$ cat config.mk
export PLATFORM = sky130hd
export DESIGN_NAME = rx_rate_ctrl_flat
export DESIGN_NICKNAME = d
export VERILOG_FILES = /design/src/rtl/rx_rate_ctrl_if.sv /design/src/rtl/rx_rate_ctrl.sv /design/src/flat_wrapper.sv
export SDC_FILE = /design/constraint.sdc
export NUM_CORES = 1
export LEC_CHECK = 0
export ABC_CLOCK_PERIOD_IN_PS = 2360
export BUFFER_PORTS_ARGS = -buffer_cell sky130_fd_sc_hd__buf_4
export CORE_MARGIN = 8
export CORE_UTILIZATION = 45
export DETAILED_ROUTE_END_ITERATION = 8
export GPL_TIMING_DRIVEN = 0
export PLACE_DENSITY = 0.7
export SYNTH_ARGS = -nofsm -noshare
export SYNTH_HDL_FRONTEND = slang
export SYNTH_SLANG_ARGS = --single-unit
$ cat constraint.sdc
create_clock -name clk -period 2.36 [get_ports clk]
set_clock_uncertainty 0.1 [all_clocks]
set_input_delay 0.236 -clock clk [delete_from_list [all_inputs] [get_ports clk]]
set_output_delay 0.236 -clock clk [all_outputs]
set_load 0.05 [all_outputs]
$ cat src/rtl/rx_rate_ctrl_if.sv
// rx_rate_ctrl_if: bundle of the rate-change request side and the status and
// rate outputs of rx_rate_ctrl.
//   master : drives the request (rate_req, target_gen, numberOfDetectedLanes,
//            PhyStatus) and observes GEN, rate_out, disableDescrambler,
//            rx_flush, busy, done and err.
//   slave  : the rate controller itself.
interface rx_rate_ctrl_if;
  logic        rate_req;
  logic [2:0]  target_gen;
  logic [4:0]  numberOfDetectedLanes;
  logic [15:0] PhyStatus;
  logic [2:0]  GEN;
  logic [2:0]  rate_out;
  logic        disableDescrambler;
  logic        rx_flush;
  logic        busy;
  logic        done;
  logic        err;

  modport master (
    output rate_req, target_gen, numberOfDetectedLanes, PhyStatus,
    input  GEN, rate_out, disableDescrambler, rx_flush, busy, done, err
  );

  modport slave (
    input  rate_req, target_gen, numberOfDetectedLanes, PhyStatus,
    output GEN, rate_out, disableDescrambler, rx_flush, busy, done, err
  );
endinterface

$ cat src/rtl/rx_rate_ctrl.sv
// rx_rate_ctrl: sequences a receive-side link rate change.
//   IDLE -> DRAIN (flush RX, descrambler off) -> RATE (new rate to the PHY,
//   wait for PhyStatus on every active lane) -> SETTLE -> DONE (commit GEN).
// Ports:
//   clk   : single clock, rising edge
//   reset : synchronous, active-high
//   rif   : rx_rate_ctrl_if.slave -- request, lane count, PhyStatus in;
//           GEN, rate_out, disableDescrambler, rx_flush, busy, done, err out
// Optional feature: define RX_RATE_CTRL_TIMEOUT_EN to bound the PhyStatus
// wait in RATE by TIMEOUT_CYCLES; on expiry the old rate is restored and err
// pulses. Without the macro RATE waits indefinitely and no timer exists.
module rx_rate_ctrl #(
  parameter int DRAIN_CYCLES   = 4,
  parameter int SETTLE_CYCLES  = 8,
  parameter int TIMEOUT_CYCLES = 1024
) (
  input  logic          clk,
  input  logic          reset,
  rx_rate_ctrl_if.slave rif
);

  localparam logic [2:0] S_IDLE   = 3'd0;
  localparam logic [2:0] S_DRAIN  = 3'd1;
  localparam logic [2:0] S_RATE   = 3'd2;
  localparam logic [2:0] S_SETTLE = 3'd3;
  localparam logic [2:0] S_DONE   = 3'd4;

  localparam int DW = $clog2(DRAIN_CYCLES) + 1;
  localparam int SW = $clog2(SETTLE_CYCLES) + 1;

  logic [2:0]    state;
  logic [2:0]    tgt;
  logic [2:0]    gen_q;
  logic [2:0]    rate_q;
  logic [15:0]   mask;
  logic [15:0]   sticky;
  logic [DW-1:0] drain_cnt;
  logic [SW-1:0] settle_cnt;
  logic          done_q;
  logic          err_q;
  logic          tgt_ok;
  logic          tmo_hit;

  // Unsupported lane counts fall back to a single lane.
  function automatic logic [15:0] lane_mask(input logic [4:0] n);
    case (n)
      5'd2:    return 16'h0003;
      5'd4:    return 16'h000f;
      5'd8:    return 16'h00ff;
      5'd16:   return 16'hffff;
      default: return 16'h0001;
    endcase
  endfunction

  assign tgt_ok = (rif.target_gen != 3'd0) && (rif.target_gen <= 3'd3);

`ifdef RX_RATE_CTRL_TIMEOUT_EN
  localparam int TW = $clog2(TIMEOUT_CYCLES) + 1;
  logic [TW-1:0] tmo_cnt;

  // Counts RATE cycles from zero on entry; held clear in every other state.
  always_ff @(posedge clk) begin
    if (reset || state != S_RATE) tmo_cnt <= '0;
    else if (tmo_cnt != '1)       tmo_cnt <= tmo_cnt + 1'b1;
  end

  assign tmo_hit = (state == S_RATE) && (tmo_cnt == TW'(TIMEOUT_CYCLES - 1));
`else
  assign tmo_hit = 1'b0;
`endif

  always_ff @(posedge clk) begin
    if (reset) begin
      state      <= S_IDLE;
      tgt        <= 3'd1;
      gen_q      <= 3'd1;
      rate_q     <= 3'd1;
      mask       <= '0;
      sticky     <= '0;
      drain_cnt  <= '0;
      settle_cnt <= '0;
      done_q     <= 1'b0;
      err_q      <= 1'b0;
    end else begin
      done_q <= 1'b0;
      err_q  <= 1'b0;
      case (state)
        S_IDLE: begin
          if (rif.rate_req) begin
            if (!tgt_ok) begin
              err_q <= 1'b1;
            end else if (rif.target_gen == gen_q) begin
              done_q <= 1'b1;
            end else begin
              tgt       <= rif.target_gen;
              mask      <= lane_mask(rif.numberOfDetectedLanes);
              drain_cnt <= '0;
              state     <= S_DRAIN;
            end
          end
        end
        S_DRAIN: begin
          if (drain_cnt == DW'(DRAIN_CYCLES - 1)) begin
            rate_q <= tgt;
            sticky <= '0;
            state  <= S_RATE;
          end else if (drain_cnt != '1) begin
            drain_cnt <= drain_cnt + 1'b1;
          end
        end
        S_RATE: begin
          sticky <= sticky | (rif.PhyStatus & mask);
          // Completion is judged on the registered sticky bits and is tested
          // first, so it beats a timeout expiring in the same cycle.
          if (sticky == mask) begin
            settle_cnt <= '0;
            state      <= S_SETTLE;
          end else if (tmo_hit) begin
            rate_q <= gen_q;
            err_q  <= 1'b1;
            state  <= S_IDLE;
          end
        end
        S_SETTLE: begin
          if (settle_cnt == SW'(SETTLE_CYCLES - 1)) begin
            gen_q  <= tgt;
            done_q <= 1'b1;
            state  <= S_DONE;
          end else if (settle_cnt != '1) begin
            settle_cnt <= settle_cnt + 1'b1;
          end
        end
        S_DONE:  state <= S_IDLE;
        default: state <= S_IDLE;
      endcase
    end
  end

  // Flush and descrambler-off cover the whole change, through the DONE cycle.
  assign rif.busy               = (state != S_IDLE);
  assign rif.rx_flush           = (state != S_IDLE);
  assign rif.disableDescrambler = (state != S_IDLE);
  assign rif.GEN                = gen_q;
  assign rif.rate_out           = rate_q;
  assign rif.done               = done_q;
  assign rif.err                = err_q;

endmodule

$ cat src/flat_wrapper.sv
// flat-port wrapper written by rule: the top's interface ports become plain ports
module rx_rate_ctrl_flat 
#(
  parameter int DRAIN_CYCLES   = 4,
  parameter int SETTLE_CYCLES  = 8,
  parameter int TIMEOUT_CYCLES = 1024
)
  (clk, reset, rif_rate_req, rif_target_gen, rif_numberOfDetectedLanes, rif_PhyStatus, rif_GEN, rif_rate_out, rif_disableDescrambler, rif_rx_flush, rif_busy, rif_done, rif_err);
  rx_rate_ctrl_if rif_i ();
  input  logic clk;
  input  logic reset;
  input wire logic [$bits(rif_i.rate_req)-1:0] rif_rate_req;
  input wire logic [$bits(rif_i.target_gen)-1:0] rif_target_gen;
  input wire logic [$bits(rif_i.numberOfDetectedLanes)-1:0] rif_numberOfDetectedLanes;
  input wire logic [$bits(rif_i.PhyStatus)-1:0] rif_PhyStatus;
  output wire logic [$bits(rif_i.GEN)-1:0] rif_GEN;
  output wire logic [$bits(rif_i.rate_out)-1:0] rif_rate_out;
  output wire logic [$bits(rif_i.disableDescrambler)-1:0] rif_disableDescrambler;
  output wire logic [$bits(rif_i.rx_flush)-1:0] rif_rx_flush;
  output wire logic [$bits(rif_i.busy)-1:0] rif_busy;
  output wire logic [$bits(rif_i.done)-1:0] rif_done;
  output wire logic [$bits(rif_i.err)-1:0] rif_err;
  assign rif_i.rate_req = rif_rate_req;
  assign rif_i.target_gen = rif_target_gen;
  assign rif_i.numberOfDetectedLanes = rif_numberOfDetectedLanes;
  assign rif_i.PhyStatus = rif_PhyStatus;
  assign rif_GEN = rif_i.GEN;
  assign rif_rate_out = rif_i.rate_out;
  assign rif_disableDescrambler = rif_i.disableDescrambler;
  assign rif_rx_flush = rif_i.rx_flush;
  assign rif_busy = rif_i.busy;
  assign rif_done = rif_i.done;
  assign rif_err = rif_i.err;
  rx_rate_ctrl #(.DRAIN_CYCLES(DRAIN_CYCLES), .SETTLE_CYCLES(SETTLE_CYCLES), .TIMEOUT_CYCLES(TIMEOUT_CYCLES)) u_core (.clk(clk), .reset(reset), .rif(rif_i));
endmodule
# Word-level counts from Yosys, hierarchy flattened
# Index checks and enable logic that the tools add are counted.
[op_classes]
add_sub_neg = 2
n_mul = 0
div = 0
n_lt_le_gt_ge = 1
eq_ne = 23
shifts = 0
n_mux = 26
n_bitwise = 5
n_reduce_logical = 15
[op_table]
columns = ["cell", "count"]
rows = [
  ["case mux 16 bit (4 select lines)", 1],
  ["two-way mux 3 bit", 11],
  ["case mux 16 bit (2 select lines)", 1],
  ["AND 16 bit", 1],
  ["== test 16 bit", 1],
  ["two-way mux 16 bit", 1],
  ["bitwise OR 16 bit", 1],
  ["two-way mux 4 bit", 3],
  ["inequality test 2 x 1 -> 1 bit (second input constant)", 6],
  ["case mux 3 bit (4 select lines)", 1],
  ["AND reduction 6 bit", 2],
  ["== test 3 x 2 -> 1 bit (second input constant)", 3],
  ["inequality test 2 bit (second input constant)", 4],
  ["case mux 4 bit (2 select lines)", 1],
  ["AND reduction 4 bit", 2],
  ["case mux 3 bit (2 select lines)", 1],
  ["AND reduction 2 bit", 3],
  ["nonzero test 2 bit", 3],
  ["nonzero test 3 bit", 2],
  ["== test 5 x 2 -> 1 bit (second input constant)", 1],
  ["== test 5 x 3 -> 1 bit (second input constant)", 1],
  ["== test 5 x 4 -> 1 bit (second input constant)", 1],
  ["== test 5 bit (second input constant)", 1],
  ["two-way mux 1 bit", 5],
  ["other kinds (13)", 15],
]
[totals]
ff_bits = 53
latchBits = 0
mem_bits_rw = 0
rom_bits = 0
in_bits = 27
out_inout_bits = 11
word_cells = 82
memories = 0

# Depth between registers and ports, before layout
# Gate-level depths: netlist of run 1.
[logic_depth]
ltp_word = 5
depth_mapped = 8
depth_no_buf = 6

# Worst setup path after synthesis of run 1
# No wires, ideal clock.
[synth_timing]
path_type = "flip-flop to flip-flop"
from = "register u_core.gen_q[0] (netlist: u_core.rif.GEN[0])"
to = "register u_core.drain_cnt[1]"
setup_ns = 0.071
arrival_time_ns = 1.689
t_required_ns = 2.189
path_slack_ns = 0.500
stages_incl_launch_ff = 5
n_path_buf = 0
synth_period_minus_slack_ns = 1.860
cell_sequence = "dfxtp_1 xor2_1 o311ai_2 nand3_1 a21oi_1"
[synth_via]
elab_chain_cells = 3
[synth_lines]
columns = ["element", "line_no", "text"]
rows = [
  ["start: declaration", "rx_rate_ctrl.sv:33", "logic [2:0] gen_q;"],
  ["start signal: assignment", "rx_rate_ctrl.sv:126", "gen_q <= tgt;"],
  ["== test 3 bit", "rx_rate_ctrl.sv:92", "end else if (rif.target_gen == gen_q) begin"],
  ["inequality test 2 bit (no source line)", "--", ""],
  ["AND reduction 6 bit (no source line)", "--", ""],
  ["end signal: assignment", "rx_rate_ctrl.sv:108", "drain_cnt <= drain_cnt + 1'b1;"],
  ["end: declaration", "rx_rate_ctrl.sv:37", "logic [DW-1:0] drain_cnt;"],
]
# Every way passes these cells.
# A chain may end at the register's enable or synchronous reset.

# Final worst setup path of run 1
[layout_timing]
from = "register u_core.drain_cnt[0]"
to = "register u_core.sticky[12]"
[layout_via]
elab_chain_cells = 3
[layout_lines]
columns = ["element", "line_no", "text"]
rows = [
  ["== test 3 x 2 -> 1 bit", "rx_rate_ctrl.sv:103", "if (drain_cnt == DW'(DRAIN_CYCLES - 1)) begin"],
  ["inequality test 2 x 1 -> 1 bit (no source line)", "--", ""],
  ["AND reduction 2 bit (no source line)", "--", ""],
  ["end signal: assignment", "rx_rate_ctrl.sv:112", "sticky <= sticky | (rif.PhyStatus & mask);"],
  ["end: declaration", "rx_rate_ctrl.sv:36", "logic [15:0] sticky;"],
]
# Every way passes these cells.

==> impl_metrics.ini, run 1 <==
[critical_path]
cpPeakStageDelay_ns = 0.35
cp_top_family = simple AND/OR/NAND/NOR gates
worst_path_most_repeated_cell = ha_1
cp-end-kind = flip-flop
crit_path_cell_trace = ha_1 -> ha_1 -> nor2b_1 -> nor2b_2 -> or2_2 -> clkbuf_2 -> buf_2 -> nor2_1
crit_slowest_cell = dfxtp_1
cp.arrival_ns = 2.16
worst-endpoint-required_ns = 2.45
critPathKind = flip-flop to flip-flop
cp_max_fo = 10
crit_buf_inv = 2
critPathLaunchType = flip-flop

[synthesis]
synth-compound-area-share_pct = 16.22
ys_async_sr_fraction_pct = 0
synthDistinctLibCells = 53
synth_xor_area_share_pct = 3.217
yosys.area_share.simple_pct = 25.34
syn-mean-instance-area_um2 = 8.946
ys_seq_area_share_pct = 44.12
synth_cells = 213
ys_ff_latch = 42
synthFlopType = dfxtp_1
muxShareOfSynthArea_pct = 4.202
synth_area_um2 = 1906
ys_warn_count = 0
synth_fa_ha_area_share_pct = 2.626
synth_top_family_by_area = simple AND/OR/NAND/NOR gates
synth_edf_count = 0
syn_nets = 244

[clock_tree]
cts-root-buf = clkbuf_8
postCtsSetupRepairBufs = 0
cts_hold_buf = 0
clkTransAtPathRegs_ns = 0.08
cts_buffers = 5
h-tree-depth = 2
clock_latency_ns = 0.29
clock_sinks = 42
cts_tree = built
clk_path_buf_depth = 2
post_cts_resized = 0

[final_layout]
drive_above_1_share_pct = 24.42
utilization_pct = 58.11
multi_input_area_um2 = 983.4
stdcell_area_um2 = 2341
syn2layout_area_growth_pct = 22.85
fillers = 388
n_antenna_cell = 0
register_area_um2 = 840.8
layout.nets = 288

[route]
ant_nets = 0
avgViaCountPerCell = 5.403
wirelength_mm = 4.140
vias = 1664
drt_iter0_drc = 88
drc = 0
first_pass_iters = 4
wl_per_cell_um = 13.44

[pwr]
vdd_drop_max_uv = 340.2
power_leakage_nw = 0.9535
p_per_area_nw_per_um2 = 577.5

[die]
start_util_pct = 47.30
die_x_um = 81.08
dieArea_um2 = 6573
coreArea_um2 = 4029
dieHeight_um = 81.08
row_count = 23
num_io_pins = 38

[sta]
period_minus_slack_ns = 2.072
hold_viol = 0
slew_violations = 0
post-route-period-util_pct = 87.78
rsz0062_at_grt = no
finalSetupViolations = 0
setup_tns_ns = 0
fmax_mhz = 482.7
max-slew-margin-rel_pct = 49.85
worst_pin_slew_ns = 0.7510

[grt]
grt_use_total_pct = 13.01
grt_overflow = 0
grt_pass1_vias = 1515
grt_pass1_wl_mm = 6.893
grt_antenna_before_repair = 0
grt_max_degree = 14

[job]
max-cap-violations = 0

[placement]
placed_area_um2 = 2246
port_buffers = 37
globalplace.congestion = 0.7559
dp_hpwl_mm = 3.089

[worst_hold_path]
hp-class = input port to flip-flop

[run_status]
status = finished, final reports clean
[per-stage QoR]
| step | worst slack, ns | power (mW) | instances | hold WS [ns] |
|---|---|---|---|---|
| after floorplan | 0.5004 | 0.8153 | 213 | 0.2385 |
| after global placement | 0.3142 | 0.8765 | 300 | 0.3568 |
| after detailed placement | 0.2868 | 0.8776 | 300 | 0.3588 |
| after CTS | 0.2753 | 1.361 | 308 | 0.04668 |
| after global routing | 0.1107 | 1.406 | 308 | 0.05594 |
| final | 0.2883 | 1.352 | 308 | 0.05327 |
[path summary, 6_finish.rpt]
kind	start	to	slack (ns)	depth (start not counted)
max	u_core.drain_cnt[0]	u_core.sticky[12]	0.29	8
max reg2reg	u_core.drain_cnt[0]	u_core.sticky[12]	0.29	8
min reg2reg	u_core.drain_cnt[1]	u_core.drain_cnt[1]	0.38	2
min	rif_numberOfDetectedLanes[0]	u_core.mask[1]	0.05	2
[report_power, final]
part | internal (mW) | total, mW | switching, mW | leakage [nW]
combinational | 0.0633 | 0.139 | 0.0755 | 0.566
sequential | 0.716 | 0.721 | 0.00554 | 0.339
clock | 0.242 | 0.492 | 0.250 | 0.0489
[placed cells by master (no fill, tap or decap), types with 2 or more instances in the layout]
cell / synthesis / final
a21oi_1: 16 / 16
nand2_1: 15 / 15
and4_1: 2 / 2
buf_2: 3 / 3
nor3_1: 7 / 7
nand3b_1: 2 / 2
ha_1: 4 / 4
mux2i_1: 8 / 8
dfxtp_1: 42 / 42
a211oi_1: 2 / 2
nor2_1: 29 / 29
clkbuf_2: 2 / 2
buf_4: 3 / 40
nand2b_1: 3 / 3
nor2b_1: 3 / 3
or2_2: 2 / 2
clkbuf_1: 3 / 4
and2_1: 2 / 2
clkbuf_8: 0 / 6
xnor2_1: 3 / 3
inv_1: 4 / 4
and3_1: 3 / 3
nor4_1: 4 / 4
xor2_1: 4 / 4
nand3_1: 9 / 9
nor3b_1: 3 / 3
a31oi_1: 8 / 8
[layer usage]
metal	part of all wire (%)	track usage, %	routed length (µm)
met2	44	19.33	1841
met4	1.7	5.536	69
met5	0	0	0
met3	5.0	3.642	209
met1	49	17.23	2019
[flip-flops by register name (all words and copies together), names as in the netlist]
register and count:
u_core.sticky 16, u_core.state 3, u_core.rif.err 1, u_core.rif.rate_out 3, u_core.tgt 3, u_core.rif.done 1, u_core.rif.GEN 3, u_core.drain_cnt 3
u_core.settle_cnt 4, u_core.mask 5
[cells in the mapped netlist, drive strengths merged, types with 3 or more instances]
cell type | number | area, µm²
clkbuf | 5 | 21.27
nor3 | 7 | 35.03
nor4 | 4 | 25.02
nand2 | 15 | 56.30
nand2b | 3 | 18.77
nor3b | 3 | 22.52
buf | 7 | 41.28
mux2i | 8 | 80.08
nor2b | 4 | 27.53
dfxtp | 42 | 840.8
nor2 | 29 | 108.9
a21oi | 16 | 80.08
a31oi | 8 | 50.05
nand3 | 9 | 45.04
inv | 4 | 15.01
xnor2 | 3 | 26.28
and3 | 3 | 18.77
xor2 | 4 | 35.03
ha | 4 | 50.05
[kinds of logic (layout without fill, tap and decap cells)]
| group | after synthesis | in the layout |
|---|---|---|
| buffers and inverters | 17 | 62 |
| AND/OR/NAND/NOR | 92 | 92 |
| multiplexers | 8 | 8 |
| AO/OA/AOI/OAI | 43 | 43 |
| flip-flops | 42 | 42 |
| adder cells (fa/ha/maj) | 4 | 4 |
| XOR/XNOR | 7 | 7 |
[area by class of cell]
type / instances / share of cell area (%)
timing repair buffer: 37 / 11.87
clock buffer: 7 / 3.688
clock inverter: 1 / 0.3741
sequential: 42 / 35.92
multi-input combinational: 154 / 42.01
inverter: 5 / 0.8017
tap: 50 / 2.672
buffer: 12 / 2.672
(Power assumes the default switching activity.)
==> inputs of run 2 (changes only) <==
--- a/config.mk
+++ b/config.mk
@@ -7,6 +7,7 @@
 export LEC_CHECK = 0
 export ABC_CLOCK_PERIOD_IN_PS = 2360
 export BUFFER_PORTS_ARGS = -buffer_cell sky130_fd_sc_hd__buf_4
+export CORE_ASPECT_RATIO = 2
 export CORE_MARGIN = 8
 export CORE_UTILIZATION = 45
 export DETAILED_ROUTE_END_ITERATION = 8
==> run 2 against run 1 <==
Compared with the run above:
- clock power grew 16%
- final cell count grew 0.65%
- critical path depth is the same
- core utilization shrank 0.41 points
==> impl_metrics.ini, run 2 (same netlist as run 1, synthesis figures left out) <==
[run_status]
status = finished, final reports clean

[die]
row_count = 33
die_x_um = 62.02
dieArea_um2 = 6699
start_util_pct = 46.62
dieHeight_um = 108.0
num_io_pins = 38
coreArea_um2 = 4088

[placement]
port_buffers = 37
globalplace.congestion = 0.7974
preCtsSetupSlack_ns = 0.2699
dp.cells = 302
dp_hpwl_mm = 3.495

[final_layout]
layout.nets = 288
fillers = 376
top_regs = u_core.sticky (16), u_core.mask (5), u_core.settle_cnt (4)
syn2layout_area_growth_pct = 23.77
stdcell_count = 310
utilization_pct = 57.70
largest_reg_flops = 16
drive_above_1_share_pct = 24.42
layout_common_cells = dfxtp_1 (42), buf_4 (40), nor2_1 (29), a21oi_1 (16), nand2_1 (15)
layout_commonest_cell = dfxtp_1
regMostFlops = u_core.sticky
n_antenna_cell = 0

[grt]
grt_max_degree = 14
use_met1_pct = 14.32
grt_pass1_vias = 1687
grt_antenna_before_repair = 0
grt_overflow = 0
grt_pass1_wl_mm = 7.438
grt_busiest_layer = met2
grt_use_total_pct = 14.43
globalRouteMet3Util_pct = 4.518
grt_use_met2_pct = 25.69

[critical_path]
cp_max_fo = 10
r2r_end = u_core.sticky[14]
critPathLaunchType = flip-flop
worst-endpoint-required_ns = 2.45
r2r_start = u_core.drain_cnt[0]
critPathKind = flip-flop to flip-flop
cp-end-kind = flip-flop
ff2ff_path_depth = 8
r2r_slack_ns = 0.26
cp.arrival_ns = 2.19

[sta]
post-route-period-util_pct = 89.00
finalSetupViolations = 0
worst_pin_slew_ns = 0.8151
rsz0062_at_grt = no
hold_viol = 0
slew_violations = 0
period_minus_slack_ns = 2.100
fmax_mhz = 476.1
setup_tns_ns = 0
max-slew-margin-rel_pct = 45.57
setup_slack_ns = 0.2597

[clock_tree]
cts_tree = built
cts_buffers = 5
clk_path_buf_depth = 2
clock_latency_ns = 0.30
clkTransAtPathRegs_ns = 0.08
h-tree-depth = 2
cts_hold_buf = 0
post_cts_resized = 0
cts-root-buf = clkbuf_8
postCtsSetupRepairBufs = 0
clock_sinks = 42

[route]
first_pass_iters = 4
ant_nets = 0
drc = 0
vias = 1667
avgViaCountPerCell = 5.377
wl_per_cell_um = 14.79
wirelength_mm = 4.586
drt_iter0_drc = 40

[pwr]
p_per_area_nw_per_um2 = 607.2
p_total_mw = 1.432
power_leakage_nw = 0.9561
vdd_drop_max_uv = 488.9

[worst_hold_path]
whs_path_depth = 2
worst_hold_path.endpoint = u_core.mask[1]
hp-class = input port to flip-flop
hold_start = rif_numberOfDetectedLanes[0]

[job]
max-cap-violations = 0
run 2: cell count changes in the layout (fill, tap and decap cells not counted), sizes merged:
cell      delta
bufinv       +1
clkbuf       -1
clkinvlp     +1
inv          -1
run 2: metal layers:
metal	wire length (µm)	share of wire (%)
met3	234	5.1
met4	67	1.5
met2	2482	54
met1	1802	39
met5	0	0
run 2: per-stage QoR:
step	cell area, µm²	hold slack, ns
floorplan	1906	0.2385
global placement	2248	0.3583
detailed placement	2248	0.3657
CTS	2359	0.05248
global route	2359	0.05476
finish	2359	0.05280
run 2: power breakdown:
part           total [mW]  internal [mW]  switching [mW]
registers           0.721          0.716         0.00546
logic               0.142         0.0633          0.0784
clock network       0.569          0.316           0.254
run 2: area by class of cell:
class                           instances  area, µm²  area share [%]
Tap cell                               52      65.06           2.759
Timing Repair Buffer                   37      277.8           11.78
Clock buffer                            6      72.57           3.077
Inverter                                5      18.77          0.7958
Buffer                                 12      62.56           2.653
Multi-Input combinational cell        154      983.4           41.70
Clock inverter                          2      37.54           1.592
Sequential cell                        42      840.8           35.65
run 2: how the worst max path moves through the flow:
stage / start / to / slack, ns
6_report: u_core.drain_cnt[0] / u_core.sticky[14] / 0.26
5_1_grt: u_core.drain_cnt[0] / u_core.sticky[14] / 0.14
4_1_cts: u_core.drain_cnt[0] / u_core.sticky[14] / 0.26
3_5_place_dp: u_core.drain_cnt[0] / u_core.sticky[14] / 0.27
3_3_place_gp: u_core.drain_cnt[0] / u_core.sticky[12] / 0.32
2_1_floorplan: u_core.rif.GEN[0] / u_core.drain_cnt[1] / 0.50
run 2: worst max-delay path, stage by stage (launching register included):
cell,delay (ns)
dfxtp_1,0.35
ha_1,0.19
ha_1,0.16
nor2b_1,0.16
nor2b_2,0.37
or2_2,0.17
clkbuf_2,0.17
buf_2,0.24
nor2_1,0.08
==> inputs of run 3 (changes only) <==
--- a/config.mk
+++ b/config.mk
@@ -5,14 +5,14 @@
 export SDC_FILE = /design/constraint.sdc
 export NUM_CORES = 1
 export LEC_CHECK = 0
-export ABC_CLOCK_PERIOD_IN_PS = 2360
+export ABC_CLOCK_PERIOD_IN_PS = 1700
 export BUFFER_PORTS_ARGS = -buffer_cell sky130_fd_sc_hd__buf_4
 export CORE_ASPECT_RATIO = 2
 export CORE_MARGIN = 8
 export CORE_UTILIZATION = 45
 export DETAILED_ROUTE_END_ITERATION = 8
 export GPL_TIMING_DRIVEN = 0
-export PLACE_DENSITY = 0.7
+export PLACE_DENSITY = 0.73
 export SYNTH_ARGS = -nofsm -noshare
 export SYNTH_HDL_FRONTEND = slang
 export SYNTH_SLANG_ARGS = --single-unit
==> constraint.sdc (replaced) <==
create_clock -name clk -period 1.7 [get_ports clk]
set_clock_uncertainty 0.1 [all_clocks]
set_input_delay 0.17 -clock clk [delete_from_list [all_inputs] [get_ports clk]]
set_output_delay 0.17 -clock clk [all_outputs]
set_load 0.05 [all_outputs]
==> run 3 against run 2 <==
Compared with the run above:
- critical path type unchanged
- global-route usage up 0.66 points
- hold slack worse by 0.050 ns
- register-to-register slack worse by 0.21 ns
- core utilization grew 5.9 points
- total power up 31%
- clock power is 12% higher
- final cell count is 1.9% higher
- first-iteration DRC count down 18%
- flip-flop and latch count stayed put
- sequential power is 39% higher
==> impl_metrics.ini, run 3 (same netlist as run 1, synthesis figures left out) <==
[run_status]
status = finished, final reports clean

[grt]
grt_pass1_wl_mm = 7.859
grt_pass1_vias = 1833
grt_overflow = 0
grt_use_total_pct = 15.10
grt_max_degree = 14
grt_antenna_before_repair = 0

[final_layout]
layout.nets = 294
n_antenna_cell = 0
utilization_pct = 63.58
regMostFlops = u_core.sticky
syn2layout_area_growth_pct = 36.38
largest_reg_flops = 16
drive_above_1_share_pct = 32.95
top_regs = u_core.sticky (16), u_core.mask (5), u_core.settle_cnt (4)
layout_commonest_cell = buf_4
fillers = 349
layout_common_cells = buf_4 (41), dfxtp_1 (34), nor2_1 (28), a21oi_1 (16), nand2_1 (14)

[route]
ant_nets = 0
vias = 1736
wirelength_mm = 4.814
first_pass_iters = 4
wl_per_cell_um = 15.23
avgViaCountPerCell = 5.494
drc = 0
drt_iter0_drc = 33

[clock_tree]
h-tree-depth = 2
cts_tree = built
cts-root-buf = clkbuf_8
clk_path_buf_depth = 2
clock_sinks = 42
cts_buffers = 5
clock_latency_ns = 0.30
clkTransAtPathRegs_ns = 0.08

[critical_path]
cp_max_fo = 10
worst-endpoint-required_ns = 1.83
r2r_slack_ns = 0.05
critPathKind = flip-flop to flip-flop
ff2ff_path_depth = 5
r2r_start = u_core.state[0]
cp_top_family = compound AO/OA/AOI/OAI gates
cpPeakStageDelay_ns = 0.36
crit_slowest_cell = nor4b_4
crit_path_cell_trace = buf_4 -> nor4b_4 -> o311a_4 -> nand4_1 -> a21oi_1
crit_buf_inv = 1
r2r_end = u_core.mask[14]
cp-end-kind = flip-flop
cp.arrival_ns = 1.78
critPathLaunchType = flip-flop

[worst_hold_path]
hp-class = input port to flip-flop
hold_start = rif_PhyStatus[15]
worst_hold_path.endpoint = u_core.sticky[15]
whs_path_depth = 3

[die]
dieArea_um2 = 6699
dieHeight_um = 108.0
row_count = 33
start_util_pct = 46.62
die_x_um = 62.02
coreArea_um2 = 4088
num_io_pins = 38

[job]
max-cap-violations = 0

[placement]
preCtsSetupSlack_ns = -0.1413
port_buffers = 37
globalplace.congestion = 0.7856
dp_hpwl_mm = 3.463

[sta]
worst_hold_slack_ns = 0.003061
finalSetupViolations = 0
worst_pin_slew_ns = 0.5389
setup_tns_ns = 0
rsz0062_at_grt = yes
max-slew-margin-rel_pct = 64.07
hold_viol = 0
fmax_mhz = 605.9
setup_slack_ns = 0.04951
slew_violations = 0
period_minus_slack_ns = 1.650
post-route-period-util_pct = 97.09

[pwr]
power_leakage_nw = 1.009
vdd_drop_max_uv = 725.7
p_total_mw = 1.880
p_per_area_nw_per_um2 = 723.6
## run 3: worst max path at each step
| stage | from | end | slack (ns) | cells past startpoint |
|---|---|---|---|---|
| finish | u_core.state[0] | u_core.mask[14] | 0.05 | 5 |
| global route | u_core.rif.GEN[2] | u_core.state[0] | -0.01 | 4 |
| CTS | u_core.drain_cnt[0] | u_core.rif.rate_out[1] | 0.01 | 7 |
| detailed placement | u_core.state[0] | u_core.mask[14] | -0.14 | 5 |
| global placement | reset | u_core.settle_cnt[3] | -0.10 | 6 |
| floorplan | u_core.drain_cnt[1] | u_core.sticky[6] | 0.002 | 8 |
## run 3: layout make-up
cell class	count	area (µm²)	share of cell area, %
Buffer	9	61.31	2.359
Sequential cell	42	850.8	32.74
Multi-Input combinational cell	154	1147	44.15
Clock buffer	6	72.57	2.792
Timing Repair Buffer	46	369.1	14.20
Clock inverter	2	13.76	0.5296
Tap cell	52	65.06	2.504
Inverter	5	18.77	0.7222
## run 3: repair_timing
item,in CTS,in global routing
setup buffers,1,0
resized for setup,10,25
setup endpoints to repair,22,25
hold buffers,8,0
endpoints found under the hold margin,8,0
pin swaps,0,2
## run 3: metal layers
metal	wire (µm)	track usage [%]
met5	0	0
met4	74	6.240
met3	215	3.924
met2	2664	28.29
met1	1859	14.30
## run 3: per-stage QoR
step           area (µm²)  cells
6_report             2599    316
4_1_cts              2499    318
2_1_floorplan        1942    213
5_1_grt              2599    316
3_5_place_dp         2285    302
3_3_place_gp         2285    302
## run 3: tightest hold or removal path, cell delays in order
cell,delay (ns)
buf_4,0.08
a21oi_1,0.05
nor2_1,0.07
## run 3: report_power, final
| part | switching, mW | internal (mW) |
|---|---|---|
| Clock | 0.347 | 0.290 |
| Sequential | 0.00882 | 0.994 |
| Combinational | 0.127 | 0.114 |
